===== src/rtl/gb_cpu_common_pkg.sv =====
// rtl/gb_cpu_common_pkg.sv - shared types and constants for the Game Boy CPU core
package gb_cpu_common_pkg;

  // Interrupt controller top-level modes
  typedef enum logic [1:0] {
    INT_RUN,
    INT_HALT,
    INT_DISPATCH
  } int_state_t;

  localparam int          INT_DISPATCH_CYCLES = 5;
  localparam logic [7:0]  INT_VECTOR_BASE     = 8'h40;

  // One-hot mask for an interrupt index (0 = VBlank .. 4 = Joypad)
  function automatic logic [4:0] int_onehot(input logic [2:0] idx);
    return 5'b00001 << idx;
  endfunction

endpackage


===== src/rtl/gb_cpu_interrupt_ctrl_if.sv =====
// rtl/gb_cpu_interrupt_ctrl_if.sv - signal bundle between CPU core and interrupt controller
interface gb_cpu_interrupt_ctrl_if;

  logic [2:0] curr_m_cycle;
  logic       enable_interrupts;
  logic       disable_interrupts;
  logic       reti;
  logic       halt_req;
  logic [4:0] ie_reg;
  logic [4:0] if_reg;

  logic       int_dispatch;
  logic       dispatching;
  logic [7:0] int_vector;
  logic [4:0] if_clear;
  logic       ime;
  logic       halted;

  // Core side: drives scheduler/control strobes, consumes dispatch control
  modport master (
    output curr_m_cycle, enable_interrupts, disable_interrupts, reti, halt_req, ie_reg, if_reg,
    input  int_dispatch, dispatching, int_vector, if_clear, ime, halted
  );

  // Controller side
  modport slave (
    input  curr_m_cycle, enable_interrupts, disable_interrupts, reti, halt_req, ie_reg, if_reg,
    output int_dispatch, dispatching, int_vector, if_clear, ime, halted
  );

endinterface


===== src/rtl/gb_cpu_int_priority.sv =====
// rtl/gb_cpu_int_priority.sv - lowest-set-bit encoder for the five interrupt sources
module gb_cpu_int_priority (
  input  logic [4:0] req,
  output logic [2:0] idx,
  output logic       valid
);

  // Scan from the top down so the lowest-numbered request is the last to write
  always_comb begin
    idx   = 3'd0;
    valid = 1'b0;
    for (int i = 4; i >= 0; i--) begin
      if (req[i]) begin
        idx   = 3'(i);
        valid = 1'b1;
      end
    end
  end

endmodule


===== src/rtl/gb_cpu_interrupt_ctrl.sv =====
// rtl/gb_cpu_interrupt_ctrl.sv - IME/EI/HALT handling and interrupt dispatch sequencing
module gb_cpu_interrupt_ctrl
  import gb_cpu_common_pkg::*;
#(
  parameter int         DISPATCH_CYCLES = INT_DISPATCH_CYCLES,
  parameter logic [7:0] VECTOR_BASE     = INT_VECTOR_BASE
) (
  input  logic                    clk,
  input  logic                    reset,
  gb_cpu_interrupt_ctrl_if.slave  bus
);

  localparam logic [2:0] LATCH_CYCLE = 3'd3;
  localparam logic [2:0] CLEAR_CYCLE = 3'd4;
  localparam logic [2:0] LAST_CYCLE  = 3'(DISPATCH_CYCLES);

  int_state_t state_q, state_d;
  logic [2:0] cnt_q;
  logic       ime_q;
  logic       ei_pending_q;
  logic [7:0] vector_q;
  logic [2:0] idx_q;
  logic       idx_valid_q;

  logic [4:0] req;
  logic       pending;
  logic       boundary;
  logic       dispatch_start;
  logic [2:0] prio_idx;
  logic       prio_valid;

  assign req      = bus.ie_reg & bus.if_reg;
  assign pending  = |req;
  assign boundary = (bus.curr_m_cycle == 3'd0);

  gb_cpu_int_priority u_priority (
    .req   (req),
    .idx   (prio_idx),
    .valid (prio_valid)
  );

  // Mode register
  always_ff @(posedge clk) begin
    if (reset) state_q <= INT_RUN;
    else       state_q <= state_d;
  end

  // Next mode; dispatch_start is the combinational boundary decision
  always_comb begin
    state_d        = state_q;
    dispatch_start = 1'b0;
    case (state_q)
      INT_RUN: begin
        if (boundary && ime_q && pending) begin
          state_d        = INT_DISPATCH;
          dispatch_start = 1'b1;
        end else if (bus.halt_req) begin
          state_d = INT_HALT;
        end
      end
      INT_HALT: begin
        if (pending) begin
          if (ime_q) begin
            state_d        = INT_DISPATCH;
            dispatch_start = 1'b1;
          end else begin
            state_d = INT_RUN;
          end
        end
      end
      INT_DISPATCH: begin
        if (cnt_q == LAST_CYCLE) state_d = INT_RUN;
      end
      default: state_d = INT_RUN;
    endcase
  end

  // Dispatch M-cycle counter, 1..DISPATCH_CYCLES while dispatching, else 0
  always_ff @(posedge clk) begin
    if (reset) begin
      cnt_q <= 3'd0;
    end else if (dispatch_start) begin
      cnt_q <= 3'd1;
    end else if (state_q == INT_DISPATCH) begin
      cnt_q <= (cnt_q == LAST_CYCLE) ? 3'd0 : cnt_q + 3'd1;
    end
  end

  // IME and delayed-EI tracking; later assignments take precedence (DI beats EI/RETI, dispatch beats all)
  always_ff @(posedge clk) begin
    if (reset) begin
      ime_q        <= 1'b0;
      ei_pending_q <= 1'b0;
    end else if (state_q != INT_DISPATCH) begin
      if (boundary && ei_pending_q) begin
        ime_q        <= 1'b1;
        ei_pending_q <= 1'b0;
      end
      if (bus.enable_interrupts) ei_pending_q <= 1'b1;
      if (bus.reti) begin
        ime_q        <= 1'b1;
        ei_pending_q <= 1'b0;
      end
      if (bus.disable_interrupts) begin
        ime_q        <= 1'b0;
        ei_pending_q <= 1'b0;
      end
      if (dispatch_start) begin
        ime_q        <= 1'b0;
        ei_pending_q <= 1'b0;
      end
    end
  end

  // Priority is resolved late so a request withdrawn before the PC-high push cancels the dispatch
  always_ff @(posedge clk) begin
    if (reset) begin
      vector_q    <= 8'h00;
      idx_q       <= 3'd0;
      idx_valid_q <= 1'b0;
    end else if (state_q == INT_DISPATCH && cnt_q == LATCH_CYCLE) begin
      idx_q       <= prio_idx;
      idx_valid_q <= prio_valid;
      vector_q    <= prio_valid ? (VECTOR_BASE + {2'b00, prio_idx, 3'b000}) : 8'h00;
    end
  end

  assign bus.int_dispatch = dispatch_start;
  assign bus.dispatching  = (state_q == INT_DISPATCH);
  assign bus.halted       = (state_q == INT_HALT);
  assign bus.int_vector   = vector_q;
  assign bus.ime          = ime_q;
  assign bus.if_clear     = (state_q == INT_DISPATCH && cnt_q == CLEAR_CYCLE && idx_valid_q)
                            ? int_onehot(idx_q) : 5'd0;

endmodule


===== src/flat_wrapper.sv =====
// flat-port wrapper written by rule: the top's interface ports become plain ports
module gb_cpu_interrupt_ctrl_flat import gb_cpu_common_pkg::*;
#(
  parameter int         DISPATCH_CYCLES = INT_DISPATCH_CYCLES,
  parameter logic [7:0] VECTOR_BASE     = INT_VECTOR_BASE
)
  (clk, reset, bus_curr_m_cycle, bus_enable_interrupts, bus_disable_interrupts, bus_reti, bus_halt_req, bus_ie_reg, bus_if_reg, bus_int_dispatch, bus_dispatching, bus_int_vector, bus_if_clear, bus_ime, bus_halted);
  gb_cpu_interrupt_ctrl_if bus_i ();
  input  logic clk;
  input  logic reset;
  input wire logic [$bits(bus_i.curr_m_cycle)-1:0] bus_curr_m_cycle;
  input wire logic [$bits(bus_i.enable_interrupts)-1:0] bus_enable_interrupts;
  input wire logic [$bits(bus_i.disable_interrupts)-1:0] bus_disable_interrupts;
  input wire logic [$bits(bus_i.reti)-1:0] bus_reti;
  input wire logic [$bits(bus_i.halt_req)-1:0] bus_halt_req;
  input wire logic [$bits(bus_i.ie_reg)-1:0] bus_ie_reg;
  input wire logic [$bits(bus_i.if_reg)-1:0] bus_if_reg;
  output wire logic [$bits(bus_i.int_dispatch)-1:0] bus_int_dispatch;
  output wire logic [$bits(bus_i.dispatching)-1:0] bus_dispatching;
  output wire logic [$bits(bus_i.int_vector)-1:0] bus_int_vector;
  output wire logic [$bits(bus_i.if_clear)-1:0] bus_if_clear;
  output wire logic [$bits(bus_i.ime)-1:0] bus_ime;
  output wire logic [$bits(bus_i.halted)-1:0] bus_halted;
  assign bus_i.curr_m_cycle = bus_curr_m_cycle;
  assign bus_i.enable_interrupts = bus_enable_interrupts;
  assign bus_i.disable_interrupts = bus_disable_interrupts;
  assign bus_i.reti = bus_reti;
  assign bus_i.halt_req = bus_halt_req;
  assign bus_i.ie_reg = bus_ie_reg;
  assign bus_i.if_reg = bus_if_reg;
  assign bus_int_dispatch = bus_i.int_dispatch;
  assign bus_dispatching = bus_i.dispatching;
  assign bus_int_vector = bus_i.int_vector;
  assign bus_if_clear = bus_i.if_clear;
  assign bus_ime = bus_i.ime;
  assign bus_halted = bus_i.halted;
  gb_cpu_interrupt_ctrl #(.DISPATCH_CYCLES(DISPATCH_CYCLES), .VECTOR_BASE(VECTOR_BASE)) u_core (.clk(clk), .reset(reset), .bus(bus_i));
endmodule

===== config.mk =====
export PLATFORM = sky130hd
export DESIGN_NAME = gb_cpu_interrupt_ctrl_flat
export DESIGN_NICKNAME = d
export VERILOG_FILES = /design/src/rtl/gb_cpu_common_pkg.sv /design/src/rtl/gb_cpu_interrupt_ctrl_if.sv /design/src/rtl/gb_cpu_int_priority.sv /design/src/rtl/gb_cpu_interrupt_ctrl.sv /design/src/flat_wrapper.sv
export SDC_FILE = /design/constraint.sdc
export NUM_CORES = 1
export LEC_CHECK = 0
export BUFFER_PORTS_ARGS = -buffer_cell sky130_fd_sc_hd__buf_2
export CAP_MARGIN = 30
export CELL_PAD_IN_SITES_DETAIL_PLACEMENT = 1
export CELL_PAD_IN_SITES_GLOBAL_PLACEMENT = 1
export CORE_ASPECT_RATIO = 2
export CORE_MARGIN = 2
export CORE_UTILIZATION = 30
export CTS_BUF_LIST = sky130_fd_sc_hd__clkbuf_16
export DETAILED_ROUTE_END_ITERATION = 7
export MAX_ROUTING_LAYER = met4
export PLACE_DENSITY_LB_ADDON = 0.1
export SETUP_SLACK_MARGIN = 0.02
export SLEW_MARGIN = 20
export SYNTH_ARGS = -nofsm -noshare
export SYNTH_HDL_FRONTEND = slang
export SYNTH_HIERARCHICAL = 1
export SYNTH_SLANG_ARGS = --single-unit

===== constraint.sdc =====
create_clock -name clk -period 1.9 [get_ports clk]
set_input_delay 0.095 -clock clk [delete_from_list [all_inputs] [get_ports clk]]
set_output_delay 0.095 -clock clk [all_outputs]
set_load 0.01 [all_outputs]

# == Word level (Yosys, flattened, before mapping) ==
# Index checks and enable logic that the tools add are counted.
# totals
regBits,19
latch_bits,0
mem_bits_rw,0
romBits,0
input_bits,19
out_inout_bits,17
wordCells,71
n_memories,0
# op_classes
addsub,2
n_mul,0
div,0
n_lt_le_gt_ge,0
n_eq_ne,9
shift,1
mux,34
n_bitwise,1
n_reduce_logical,16
# op_table
operator,count
two-way mux 1 bit,19
two-way mux 3 bit,6
two-way mux 2 bit,5
"adder 7 x 6 -> 8 bit, first input constant",1
two-way mux 8 bit,1
"== test 3 bit, second input constant",2
logical AND 1 bit,6
case mux 2 bit (3 select lines),1
bitwise AND 5 bit,1
two-way mux 5 bit,1
nonzero test 5 bit,1
OR reduction 5 bit,1
"<< shifter 1 x 3 -> 5 bit, first input constant",1
"!= test 2 x 1 -> 1 bit, second input constant",2
AND reduction 2 bit,2
nonzero test 4 bit,1
"adder 3 x 1 -> 3 bit, second input constant",1
"== test 3 x 2 -> 1 bit, second input constant",1
logical NOT 3 bit,1
"!= test 3 x 2 -> 1 bit, second input constant",1
AND reduction 3 bit,1
"== test 2 x 1 -> 1 bit, second input constant",1
"== test 2 bit, second input constant",1
logical NOT 2 bit,1
4 further kinds,4

# == Logic depth before layout (Yosys ltp) ==
# Gate-level depths: netlist of run 1.
# logic_depth
depth_word,8
ltp_mapped,7
ltp_nobuf,6

# == Hierarchy ==
# Netlist of run 1, hierarchy kept.
# by_module_without_submodules
mod,instances,cells_each,area_per_inst_um2,seq_area_each_um2
gb_cpu_interrupt_ctrl,1,104,784.5,280.3
gb_cpu_int_priority,1,8,48.8,0.0

# == Worst setup path before layout of run 1 ==
# No wires, ideal clock.
# synth_path
path_type,register to output
from,register u_core.state_q[0]
to,output bus_if_clear[0]
t_arrival_ns,1.365
t_required_ns,1.805
path_slack_ns,0.440
stages_incl_launch_ff,5
path_buffers,1
cell_sequence,dfxtp_1 > nand2b_1 > buf_6 > or4_4 > nor3_1
# synth_via
elab_chain_len,4
# synth_rtl
item,line,text
"start, declared",gb_cpu_interrupt_ctrl.sv:17,"int_state_t state_q, state_d;"
"start signal, assigned",gb_cpu_interrupt_ctrl.sv:45,else state_q <= state_d;
== test 2 bit,gb_cpu_interrupt_ctrl.sv:133,assign bus.if_clear = (state_q == INT_DISPATCH && cnt_q == CLEAR_CYCLE && idx_valid_q)
logical AND 1 bit (2 in series),gb_cpu_interrupt_ctrl.sv:133,
two-way mux 5 bit,gb_cpu_interrupt_ctrl.sv:134,? int_onehot(idx_q) : 5'd0;
"end, declared",flat_wrapper.sv:21,output wire logic [$bits(bus_i.if_clear)-1:0] bus_if_clear;
# Every way passes these cells.

# == Final worst setup path of run 1 ==
# layout_path
from,register u_core.cnt_q[0]
to,output bus_if_clear[2]
# layout_via
elab_chain_len,4
# layout_rtl
item,line,text
"start, declared",gb_cpu_interrupt_ctrl.sv:18,logic [2:0] cnt_q;
"start signal, assigned",gb_cpu_interrupt_ctrl.sv:85,cnt_q <= (cnt_q == LAST_CYCLE) ? 3'd0 : cnt_q + 3'd1;
== test 3 bit,gb_cpu_interrupt_ctrl.sv:133,
logical AND 1 bit (2 in series),gb_cpu_interrupt_ctrl.sv:133,
two-way mux 5 bit,gb_cpu_interrupt_ctrl.sv:134,
# Every way passes these cells.

==> results.md, run 1 <==
- The flow ran to the end, and the final reports show no timing, DRC or antenna violations.
- The most common library cell in the layout ignoring fill and taps is sky130_fd_sc_hd__buf_2.
- The overall die height is 78.5 um.
- The synthesized netlist devotes 15.8% of its cell area to compound gates.
- CTS built an H-tree with a depth of 1.
- After detailed routing, the average wire length per cell comes to 12.8 um.
- The cell family contributing the most delay on the critical path is simple AND/OR/NAND/NOR gates.
- The post-CTS setup repair buffer count is 0.
- The maximum fanout count along the critical path is 5.
- The beginning of the critical path is u_core/cnt_q[0].
- The DRC violation total after the first TritonRoute iteration is 10.
- In this run the critical register-to-register path is captured at u_core/bus.int_vector[5].
- The total iterations of the first detailed-routing run is 4.
- In the final design database the tool counted roughly 160 nets.
- The number of slew-limit violations in the final report is 0.
- By area the synthesized netlist is led by sky130_fd_sc_hd__dfxtp_1 34%, sky130_fd_sc_hd__a21oi_1 8.4%, sky130_fd_sc_hd__nand2_1 8.1%, sky130_fd_sc_hd__and2_1 6.0%, sky130_fd_sc_hd__buf_4 4.5%.
- Across all hold checks on the routed design, the worst slack comes to 0.0875 ns.
- Setup repair after global routing left no endpoint under its margin.
- Setup slack on the worst reg-to-reg path comes out at 0.53 ns.
- STA classifies the critical path startpoint as a flip-flop.
- The initial antenna violation count is 0.
- The flip-flop and latch count after synthesis is 14.
- At the worst endpoint, the arrival time is 1.60 ns.
- The warning count from the yosys run is 6.
- The largest total area in the synthesized netlist belongs to sky130_fd_sc_hd__dfxtp_1.
- The worst-case reg-to-reg path depth is 6.
- The static leakage is 0.462 nW.
- The number of top-level pins is 36.
- The mean instance size in the synthesized netlist is 7.44 sq um.
- From left edge to right edge, the die measures approximately 41 um.
- The post-cts gate resize count is 0.
- The critical path is of the flip-flop to output port type.
- The cell row count is 27.
- The share of layout cells above drive strength 1 is 28.2%.
- Counting distinct cell types in the post-synthesis netlist gives 31.
- The synthesized netlist devotes 38.4% of its cell area to simple gates.
- 0 antenna diodes ended up in the layout.
- The final-report setup violation count is 0.
- In this run, post-CTS hold repair placed 0 buffers.
- The total length of routed wires is between 2000 and 2500 um.
- The final period utilization is 89.2%.
- Across the routed clock network, the largest skew measured is 0.00146 ns.
- The first global-routing pass estimated between 3000 and 4000 um of wire.
- Among all stages on the critical path, the largest delay is contributed by sky130_fd_sc_hd__or4_4.
- After Yosys synthesis, XOR and XNOR cells account for under 10% of the synthesized area.
- The number of cells in the finished layout apart from fillers is 171.
- The clock insertion delay at the later pin of the skew report is 0.24 ns.
- Entering global routing, the biggest net connects 13 pins.
- The number of global-route vias before repair is 910.
- Max-cap violations in this run came to 0.
- Synthesis produced a netlist whose cell count is 112.
- Including well taps, the total number of placed cells is about 170.
- Following the worst setup path forward leads to its endpoint at bus_if_clear[2].
- The area growth from synthesis to layout is 27.3%.
- The shortest clock period the worst path allows after layout is about 1.7 ns.
- The ratio of total power to cell area is 738 mW/mm^2.
- Summed over all layers, the global routing overflow is 0.
- The largest single stage delay on the critical path is 0.51 ns.
- The worst path buffer plus inverter count is 1.
- The class of the most critical hold timing path is input pin to flip-flop.
- The netlist area before placement is approximately 830 sq um.
- The sequential-to-total area share from yosys stat is 33.6%.
- The total negative setup slack is 0 ns.
- The die covers 0.00324 sq mm.
- TritonCTS built the clock tree.
- Counting buffers and inverters, the worst setup path is 4 cells deep.
- STA classifies the critical path endpoint as an output port.
- In this run the biggest area consumer among cell types represents about a third of the synthesized area.
- The HPWL reported at the end of detailed placement is 1780 um.
- The post-layout instance area is 0.00106 sq mm.
- In this run the deepest clock path goes through 2 buffers.
- The all-layer global routing usage is between 10% and 20%.
- The main combinational cell family by area after synthesis is simple AND/OR/NAND/NOR gates.
- The clock-pin slew reported for the worst setup and hold paths after clock tree synthesis is 0.05 ns.
- Leaving out fill and tap cells, the most frequent cells in the layout are 31 x sky130_fd_sc_hd__buf_2, 18 x sky130_fd_sc_hd__nand2_1, 14 x sky130_fd_sc_hd__a21oi_1, 14 x sky130_fd_sc_hd__dfxtp_1, 10 x sky130_fd_sc_hd__nor2_1.
- The post-route DRC violation count is 0.
- In the routed layout, each cell is associated on average with a via count of 4.95.
- The clock drives 14 sinks.
- Walking the worst path, the cells encountered are nand2b_1 -> or4_4 -> nor3b_2 -> buf_2.
- The adder and majority gate portion of the synthesized area is roughly 1.5%.
- TritonCTS created 3 clock buffers.
- Detailed routing inserted a total of about 850 vias.
- The worst supply voltage drop on vdd is 0.303 mV.
- Timing would allow up to 590 MHz.
- In this run the tool buffered the top-level ports with 31 buffer cells.
- The final number of hold-violating endpoints is 0.
- The weighted congestion at the end of routability-driven global placement is 0.771.
- The worst endpoint required time is between 1.5 and 2 ns.
- The multiplexer share of the synthesized area is 0%.
- The launching point of the worst reg2reg path is u_core/state_q[1].
- After detailed placement, the total cell area comes to 986 sq um.
- Once the floorplan was initialized, standard cells occupied between 30% and 40% of the core.
- The number of nets with antenna violations after routing is 0.
- The root buffer cell chosen for the clock tree is sky130_fd_sc_hd__clkbuf_16.
- The placeable core area is 0.00270 sq mm.
==> how the worst min path moves through the flow <==
| stage | end | cells past startpoint | slack (ns) | start |
|---|---|---|---|---|
| after global routing | u_core/bus.ime | 2 | 0.09 | bus_disable_interrupts |
| after floorplan | u_core/state_q[0] | 1 | 0.18 | reset |
| after global placement | u_core/bus.ime | 2 | 0.33 | bus_disable_interrupts |
| final | u_core/bus.ime | 2 | 0.09 | bus_disable_interrupts |
| after CTS | u_core/bus.ime | 2 | 0.08 | bus_disable_interrupts |
| after detailed placement | u_core/bus.ime | 2 | 0.34 | bus_disable_interrupts |
==> logic make-up after synthesis <==
logic type,Yosys count
buf+inv,13
flops,14
other cells,1
xor+xnor,1
compound gates,21
simple gates,61
fa+ha+maj,1
==> cell type report <==
| class | instances | area, sq um |
|---|---|---|
| multi-input cells | 88 | 488 |
| flip-flops and latches | 14 | 280 |
| well taps | 29 | 36.3 |
| clock buffers | 3 | 75.1 |
| fillers | 369 | 1640 |
| repair buffers | 32 | 163 |
| inverters | 5 | 18.8 |
==> where the power goes <==
group	switching (W)	internal (W)	total, W
Combinational	0.0000465	0.0000388	0.0000854
Clock	0.000115	0.000275	0.000390
Sequential	0.00000629	0.000301	0.000307
Total	0.000168	0.000615	0.000783
==> worst register-to-register path, cell delays in order, from the launching register on <==
cell and delay (ns):
sky130_fd_sc_hd__dfxtp_1 0.39, sky130_fd_sc_hd__nand2b_1 0.10, sky130_fd_sc_hd__buf_4 0.17, sky130_fd_sc_hd__inv_2 0.11, sky130_fd_sc_hd__and2_1 0.27, sky130_fd_sc_hd__nand3_1 0.12
sky130_fd_sc_hd__a21oi_1 0.15
==> per-stage QoR <==
| stage | total power (W) | utilization [%] | setup slack, ns |
|---|---|---|---|
| 4_1_cts | 0.000797 | 39.3 | 0.196 |
| 3_5_place_dp | 0.000398 | 36.5 | 0.463 |
| 3_3_place_gp | 0.000397 | 36.5 | 0.489 |
| 2_1_floorplan | 0.000368 | - | 0.440 |
| 6_report | 0.000783 | 39.3 | 0.205 |
| 5_1_grt | 0.000823 | 39.3 | 0.103 |
==> synth_stat cells (all sizes together) <==
cell type,number
ha,1
nand3b,2
nand2b,6
nor3,5
and3,1
nor3b,1
nor4,3
a222oi,1
nand2,18
clkbuf,1
a21o,1
xnor2,1
a21oi,14
buf,7
or3,1
a2111oi,2
dfxtp,14
o21ai,1
conb,1
or4,1
a22oi,2
and2,8
nand3,4
nor2,10
inv,5
or2,1
==> routing by layer <==
| layer | part of all wire, % | routed length (um) | global-route usage (%) | vias up |
|---|---|---|---|---|
| met2 | 54 | 1180 | 29.1 | 21 |
| li1 | - | - | - | 438 |
| met4 | 0.87 | 19 | 5.81 | 0 |
| met1 | 41 | 888 | 18.4 | 386 |
| met3 | 4.2 | 92 | 2.54 | 2 |
| met5 | 0 | 0 | - | - |
==> state kept, by name, indices dropped and copies added, names as in the netlist <==
| register | flops |
|---|---|
| u_core/idx_q | 3 |
| u_core/state_q | 2 |
| u_core/bus.ime | 1 |
| u_core/ei_pending_q | 1 |
| u_core/cnt_q | 3 |
| u_core/bus.int_vector | 4 |
Power figures use the tool's default switching activity.
==> run 2: changes to the inputs <==
- MAX_ROUTING_LAYER: met4 -> unset
==> results.md, run 2 (synthesis gave the netlist of run 1 again) <==
- The die footprint is 0.00324 sq mm (unchanged).
- The HPWL reported at the end of detailed placement is 1780 um (unchanged).
- The run finished with clean final reports.
- The post-route DRC violation count was 0 (unchanged).
- The total overflow reported by the global router came to 0 (unchanged).
- The filler cell count is 369 (unchanged).
- The die boundary width is 41.3 um (unchanged).
- The per-cell via count in the routed design is 4.94 (-0.24%).
- The static leakage is 0.462 nW (unchanged).
- The number of input and output port buffers inserted is 31 (unchanged).
- The share of layout cells above drive strength 1 is 28.2% (unchanged).
- The worst endpoint required time came to 1.80 ns (about the same).
- The post-placement setup slack is 0.463 ns (unchanged).
- The clock network fraction of total power came to 49.8% (about the same).
- The detailed-route wire length per cell is 12.7 um (-0.23%).
- The number of diodes is 0 (unchanged).
- The wire length of the first global-routing pass is 3840 um (-0.18%).
- The portion of total power attributed to combinational logic is 10.9% (about the same).
- The shortest clock period the worst path allows after layout came to 1.69 ns (+0.00000600 ns).
- The clock-pin slew reported for the worst setup and hold paths after clock tree synthesis is 0.05 ns (about the same).
- The number of global-route vias before repair is 912 (+0.22%).
- The total via count after detailed routing is 845 (-0.24%).
- The switching power of the nets came to 0.000168 W (about the same).
- The signal on the critical path passes through nand2b_1 -> or4_4 -> nor3b_2 -> buf_2.
- The H-tree depth reported by CTS is 1 (unchanged).
- The worst path buffer plus inverter count is 1 (unchanged).
- The clock insertion delay at the later pin of the skew report came to 0.24 ns (about the same).
- The internal power component is 0.000615 W (about the same).
- The total iterations of the first detailed-routing run was 4 (unchanged).
- The post-CTS setup repair buffer count is 0 (unchanged).
- The data arrival time at the worst-slack endpoint was 1.60 ns (about the same).
- The total negative setup slack came to 0 ns (unchanged).
- The tightest min-delay check is of the input pin to flip-flop type.
- The fraction of power consumed by sequential logic is 39.3% (about the same).
- The critical path's slowest cell is sky130_fd_sc_hd__or4_4.
- The critical path is of the flip-flop to output port type.
- The net switching fraction of the power came to 21.5% (about the same).
- The maximum operating frequency is 590 MHz (about the same).
- The worst supply voltage drop on vdd is 0.303 mV (about the same).
- The TritonCTS buffer count is 3 (unchanged).
- The post-cts gate resize count is 0 (unchanged).
- The placeable core area is 0.00270 sq mm (unchanged).
- The ratio of total power to cell area was 738 mW/mm^2 (about the same).
- The growth of design area from synthesis to finish is 27.3% (unchanged).
- The final-report setup violation count was 0 (unchanged).
- The all-layer global routing usage is 16.5% (-0.44 points).
- Setup repair after global routing left no endpoint under its margin.
- The worst stage delay on the critical path is 0.50 ns (about the same).
- The final number of hold-violating endpoints is 0 (unchanged).
- The number of top-level pins is 36 (unchanged).
- The initial antenna violation count is 0 (unchanged).
- The worst setup path is launched from a flip-flop.
- The clock skew after layout is 0.00155 ns (+0.0000907 ns).
- The buffer depth of the longest clock path is 2 (unchanged).
- The final period utilization is 89.2% (about the same).
- The number of nets in the finished design is 164 (unchanged).
- The overall die height is 78.5 um (unchanged).
- Broken down by cell family, the worst path's largest delay share belongs to simple AND/OR/NAND/NOR gates.
- The total length of routed wires was 2180 um (-0.23%).
- The number of nets with antenna violations after routing is 0 (unchanged).
- The weighted congestion at the end of routability-driven global placement was 0.761 (-1.3%).
- The cell row count is 27 (unchanged).
- The number of sinks handled by clock tree synthesis was 14 (unchanged).
- The largest net degree at the start of global routing is 13 (unchanged).
- The number of slew-limit violations in the final report is 0 (unchanged).
- Leaving out fill and tap cells, the most frequent cells in the layout are 31 x sky130_fd_sc_hd__buf_2, 18 x sky130_fd_sc_hd__nand2_1, 14 x sky130_fd_sc_hd__a21oi_1, 14 x sky130_fd_sc_hd__dfxtp_1, 10 x sky130_fd_sc_hd__nor2_1.
- The post-layout worst setup margin is 0.205 ns (-0.00000600 ns).
- The number of flip-flops under the largest register name is 4 (unchanged).
- The starting utilization of the core area is 30.8% (unchanged).
- The clock tree root buffer cell is sky130_fd_sc_hd__clkbuf_16.
- TritonCTS built the clock tree.
- The count of hold-fix buffers inserted at cts is 0 (unchanged).
- The worst setup path is captured at an output port.
- The reported max-cap violation count is 0 (unchanged).
- Leaving out fill and tap cells, the most frequent cell in the layout is sky130_fd_sc_hd__buf_2.
- The DRC violation total after the first TritonRoute iteration came to 10 (unchanged).
- The maximum fanout count along the critical path is 5 (unchanged).
==> run 2: path summary, 6_finish.rpt <==
| check | from | end | slack (ns) | cells past startpoint |
|---|---|---|---|---|
| setup / recovery | u_core/cnt_q[0] | bus_if_clear[2] | 0.21 | 4 |
| setup reg to reg | u_core/state_q[1] | u_core/bus.int_vector[5] | 0.53 | 6 |
| hold / removal | bus_disable_interrupts | u_core/bus.ime | 0.09 | 2 |
| hold reg to reg | u_core/bus.int_vector[3] | u_core/bus.int_vector[3] | 0.45 | 2 |
==> run 2: power by group through the flow <==
stage | Clock, W | Combinational (W) | Sequential, W
global route | 0.000417 | 0.0000977 | 0.000308
detailed placement | 0 | 0.0000859 | 0.000313
floorplan | 0 | 0.0000564 | 0.000312
finish | 0.000390 | 0.0000854 | 0.000307
global placement | 0 | 0.0000851 | 0.000312
CTS | 0.000404 | 0.0000863 | 0.000307
==> run 2: stage by stage <==
stage	hold WS [ns]	cells	total power, W	util [%]	cell area (sq um)
5_1_grt	0.0928	171	0.000823	39.3	1060
2_1_floorplan	0.178	115	0.000368	-	845
4_1_cts	0.0841	171	0.000797	39.3	1060
3_5_place_dp	0.338	168	0.000398	36.5	986
3_3_place_gp	0.331	168	0.000397	36.5	986
6_report	0.0875	171	0.000783	39.3	1060
==> run 2: worst reg2reg max path: stages (launching register included) <==
cell	delay [ns]
sky130_fd_sc_hd__dfxtp_1	0.39
sky130_fd_sc_hd__nand2b_1	0.10
sky130_fd_sc_hd__buf_4	0.17
sky130_fd_sc_hd__inv_2	0.11
sky130_fd_sc_hd__and2_1	0.27
sky130_fd_sc_hd__nand3_1	0.12
sky130_fd_sc_hd__a21oi_1	0.15
==> run 2: area by class of cell <==
| type | count | area [sq um] | area share [%] |
|---|---|---|---|
| multi-input combinational | 88 | 488 | 46.0 |
| sequential | 14 | 280 | 26.4 |
| timing repair buffer | 32 | 163 | 15.3 |
| clock buffer | 3 | 75.1 | 7.08 |
| tap | 29 | 36.3 | 3.42 |
| inverter | 5 | 18.8 | 1.77 |
==> run 2: per-layer routing <==
layer	GRT usage [%]	wire (um)	up-vias	part of all wire [%]
li1	-	-	437	-
met1	18.2	885	385	41
met2	29.1	1180	21	54
met3	2.54	92	2	4.2
met4	5.81	19	0	0.87
met5	0	0	-	0
==> run 3: changes to the inputs <==
- BUFFER_PORTS_ARGS: -buffer_cell sky130_fd_sc_hd__buf_2 -> unset
- DONT_BUFFER_PORTS: unset -> 1
==> results.md, run 3 (synthesis gave the netlist of run 1 again) <==
- STA classifies the critical path endpoint as an output port.
- The clock-pin slew reported for the worst setup and hold paths after clock tree synthesis came to 0.05 ns (about the same).
- The number of sinks handled by clock tree synthesis is 14 (unchanged).
- The worst endpoint required time is 1.80 ns (about the same).
- The final period utilization is 88.3% (-0.86 points).
- The wire length of the first global-routing pass is 3190 um (-17%).
- The clock tree root buffer cell is sky130_fd_sc_hd__clkbuf_16.
- The clock tree from TritonCTS is done.
- The buffer depth of the longest clock path was 2 (unchanged).
- The detailed-route wire length per cell is 14.1 um (+11%).
- The net switching fraction of the power is 21.3% (-0.16 points).
- The weighted congestion at the end of routability-driven global placement came to 0.663 (-13%).
- The maximum fanout count along the critical path came to 4 (-1).
- The switching power of the nets is 0.000163 W (-2.7%).
- The number of cells in the finished layout apart from fillers is 143 (-16%).
- The cell row count is 27 (unchanged).
- The library cells used most frequently in the layout, excluding fill and tap cells, are 18 x sky130_fd_sc_hd__nand2_1, 14 x sky130_fd_sc_hd__a21oi_1, 14 x sky130_fd_sc_hd__dfxtp_1.
- The DRC violation total after the first TritonRoute iteration is 15 (+5).
- The reported max-cap violation count is 0 (unchanged).
- Setup repair after global routing left no endpoint under its margin.
- Measured against its own limit, the worst slew margin works out to around 64%.
- The final number of hold-violating endpoints came to 0 (unchanged).
- The total via count after detailed routing came to 757 (-10%).
- The ratio of total power to cell area is 819 mW/mm^2 (+11%).
- The initial antenna violation count is 0 (unchanged).
- The number of diodes is 0 (unchanged).
- The static leakage came to 0.332 nW (-28%).
- The post-route DRC violation count is 0 (unchanged).
- The count of cells along the worst hold path is 2 (unchanged).
- The clock insertion delay at the later pin of the skew report is 0.24 ns (about the same).
- The flow ran to the end, and the final reports show no timing, DRC or antenna violations.
- The clock network fraction of total power is 51.5% (+1.7 points).
- STA classifies the critical path startpoint as a flip-flop.
- The placed cell count was 137 (-18%).
- The area growth from synthesis to layout is 12.3%.
- The most common library cell in the layout ignoring fill and taps is sky130_fd_sc_hd__nand2_1.
- The final total power was 0.000767 W (-2.0%).
- The number of flip-flops under the largest register name came to 4 (unchanged).
- The total negative setup slack came to 0 ns (unchanged).
- The die footprint is 0.00324 sq mm (unchanged).
- The placeable core area is 0.00270 sq mm (unchanged).
- The overall die height is 78.5 um (unchanged).
- The slew of the pin with the lowest slew margin is 0.535 ns.
- The all-layer global routing usage came to 14.1% (-2.4 points).
- The number of top-level pins is 36 (unchanged).
- The H-tree depth reported by CTS is 1 (unchanged).
- The maximum operating frequency was 596 MHz (+0.97%).
- The shortest clock period the worst path allows after layout came to 1.68 ns (-0.0163 ns).
- The starting utilization of the core area is 30.8% (unchanged).
- The largest net degree at the start of global routing was 12 (-1).
- The number of nets in the finished design is 136 (-17%).
- The fraction of power consumed by sequential logic came to 40.2% (+0.9 points).
- The number of input and output port buffers inserted is 0 (-100%).
- The share of layout cells above drive strength 1 is 7.89% (-20 points).
- The endpoint identified for the worst register-to-register timing path is u_core/bus.int_vector[3].
- The internal power component came to 0.000603 W (-1.8%).
- The post-CTS setup repair buffer count came to 0 (unchanged).
- The worst hold slack after final layout is 0.0346 ns (-0.0529 ns).
- The total length of routed wires is 2020 um (-7.2%).
- The die boundary width is 41.3 um (unchanged).
- The count of hold-fix buffers inserted at cts came to 3 (+3).
- The worst supply voltage drop on vdd is 0.307 mV (+1.2%).
- The TritonCTS buffer count is 3 (unchanged).
- The post-cts gate resize count was 0 (unchanged).
- The total overflow reported by the global router was 0 (unchanged).
- The worst hold path belongs to the class input pin to flip-flop.
- The number of global-route vias before repair is 771 (-15%).
- The worst-case reg-to-reg path depth is 6 (unchanged).
- The worst hold path terminates at u_core/state_q[0].
- The total iterations of the first detailed-routing run is 4 (unchanged).
- The portion of total power attributed to combinational logic was 8.3% (-2.6 points).
- The startpoint identified for the worst register-to-register timing path is u_core/state_q[0].
- The data arrival time at the worst-slack endpoint was 1.58 ns (-0.02 ns).
- The startpoint identified for the worst hold timing path is bus_halt_req.
- The critical path is of the flip-flop to output port type.
- The per-cell via count in the routed design is 5.29 (+7.1%).
- The number of slew-limit violations in the final report was 0 (unchanged).
- The number of nets with antenna violations after routing is 0 (unchanged).
- The HPWL reported at the end of detailed placement was 1620 um (-9.3%).
- The flop-to-flop setup slack is 0.50 ns (-0.03 ns).
- The clock skew after layout is 0.00275 ns (+0.00121 ns).
- The final-report setup violation count is 0 (unchanged).
[run 3: power by group through the flow]
stage / clock network (W) / logic [W] / registers [W]
after detailed placement: 0 / 0.0000552 / 0.000314
after CTS: 0.000406 / 0.0000646 / 0.000308
after floorplan: 0 / 0.0000564 / 0.000312
after global routing: 0.000413 / 0.0000720 / 0.000310
after global placement: 0 / 0.0000542 / 0.000313
final: 0.000395 / 0.0000638 / 0.000308
[run 3: critical path, stage by stage, from the launching register on]
cell	delay [ns]
sky130_fd_sc_hd__dfxtp_1	0.33
sky130_fd_sc_hd__nand2b_1	0.17
sky130_fd_sc_hd__or4_4	0.53
sky130_fd_sc_hd__nor3_1	0.31
[run 3: cell type report]
cell class                      instances  area [sq um]
Tap cell                               29          36.3
Inverter                                5          18.8
Multi-Input combinational cell         88           488
Timing Repair Buffer                    4          37.5
Clock buffer                            3          75.1
Sequential cell                        14           280
Fill cell                             361          1770
[run 3: metrics by stage]
step	cell area, sq um	setup WS, ns	util [%]
final	936	0.222	34.6
after global routing	936	0.0432	34.6
after CTS	936	0.189	34.6
after detailed placement	831	0.450	30.7
after global placement	831	0.465	30.7
after floorplan	845	0.440	-
[run 3: worst max-delay path by stage]
stage / from / to / slack [ns] / depth (start not counted)
final: u_core/state_q[0] / bus_if_clear[0] / 0.22 / 3
after global routing: u_core/state_q[0] / bus_if_clear[1] / 0.04 / 5
after CTS: u_core/bus.int_vector[6] / bus_if_clear[0] / 0.19 / 3
after detailed placement: u_core/bus.int_vector[6] / bus_if_clear[0] / 0.45 / 3
after global placement: u_core/bus.int_vector[6] / bus_if_clear[0] / 0.47 / 3
after floorplan: u_core/state_q[0] / bus_if_clear[0] / 0.44 / 4
[run 3: per-layer routing]
metal  track usage (%)  part of all wire (%)
met5                 0                     0
met4              7.74                   2.6
met3              3.39                   6.5
met2              23.6                    56
met1              14.6                    35
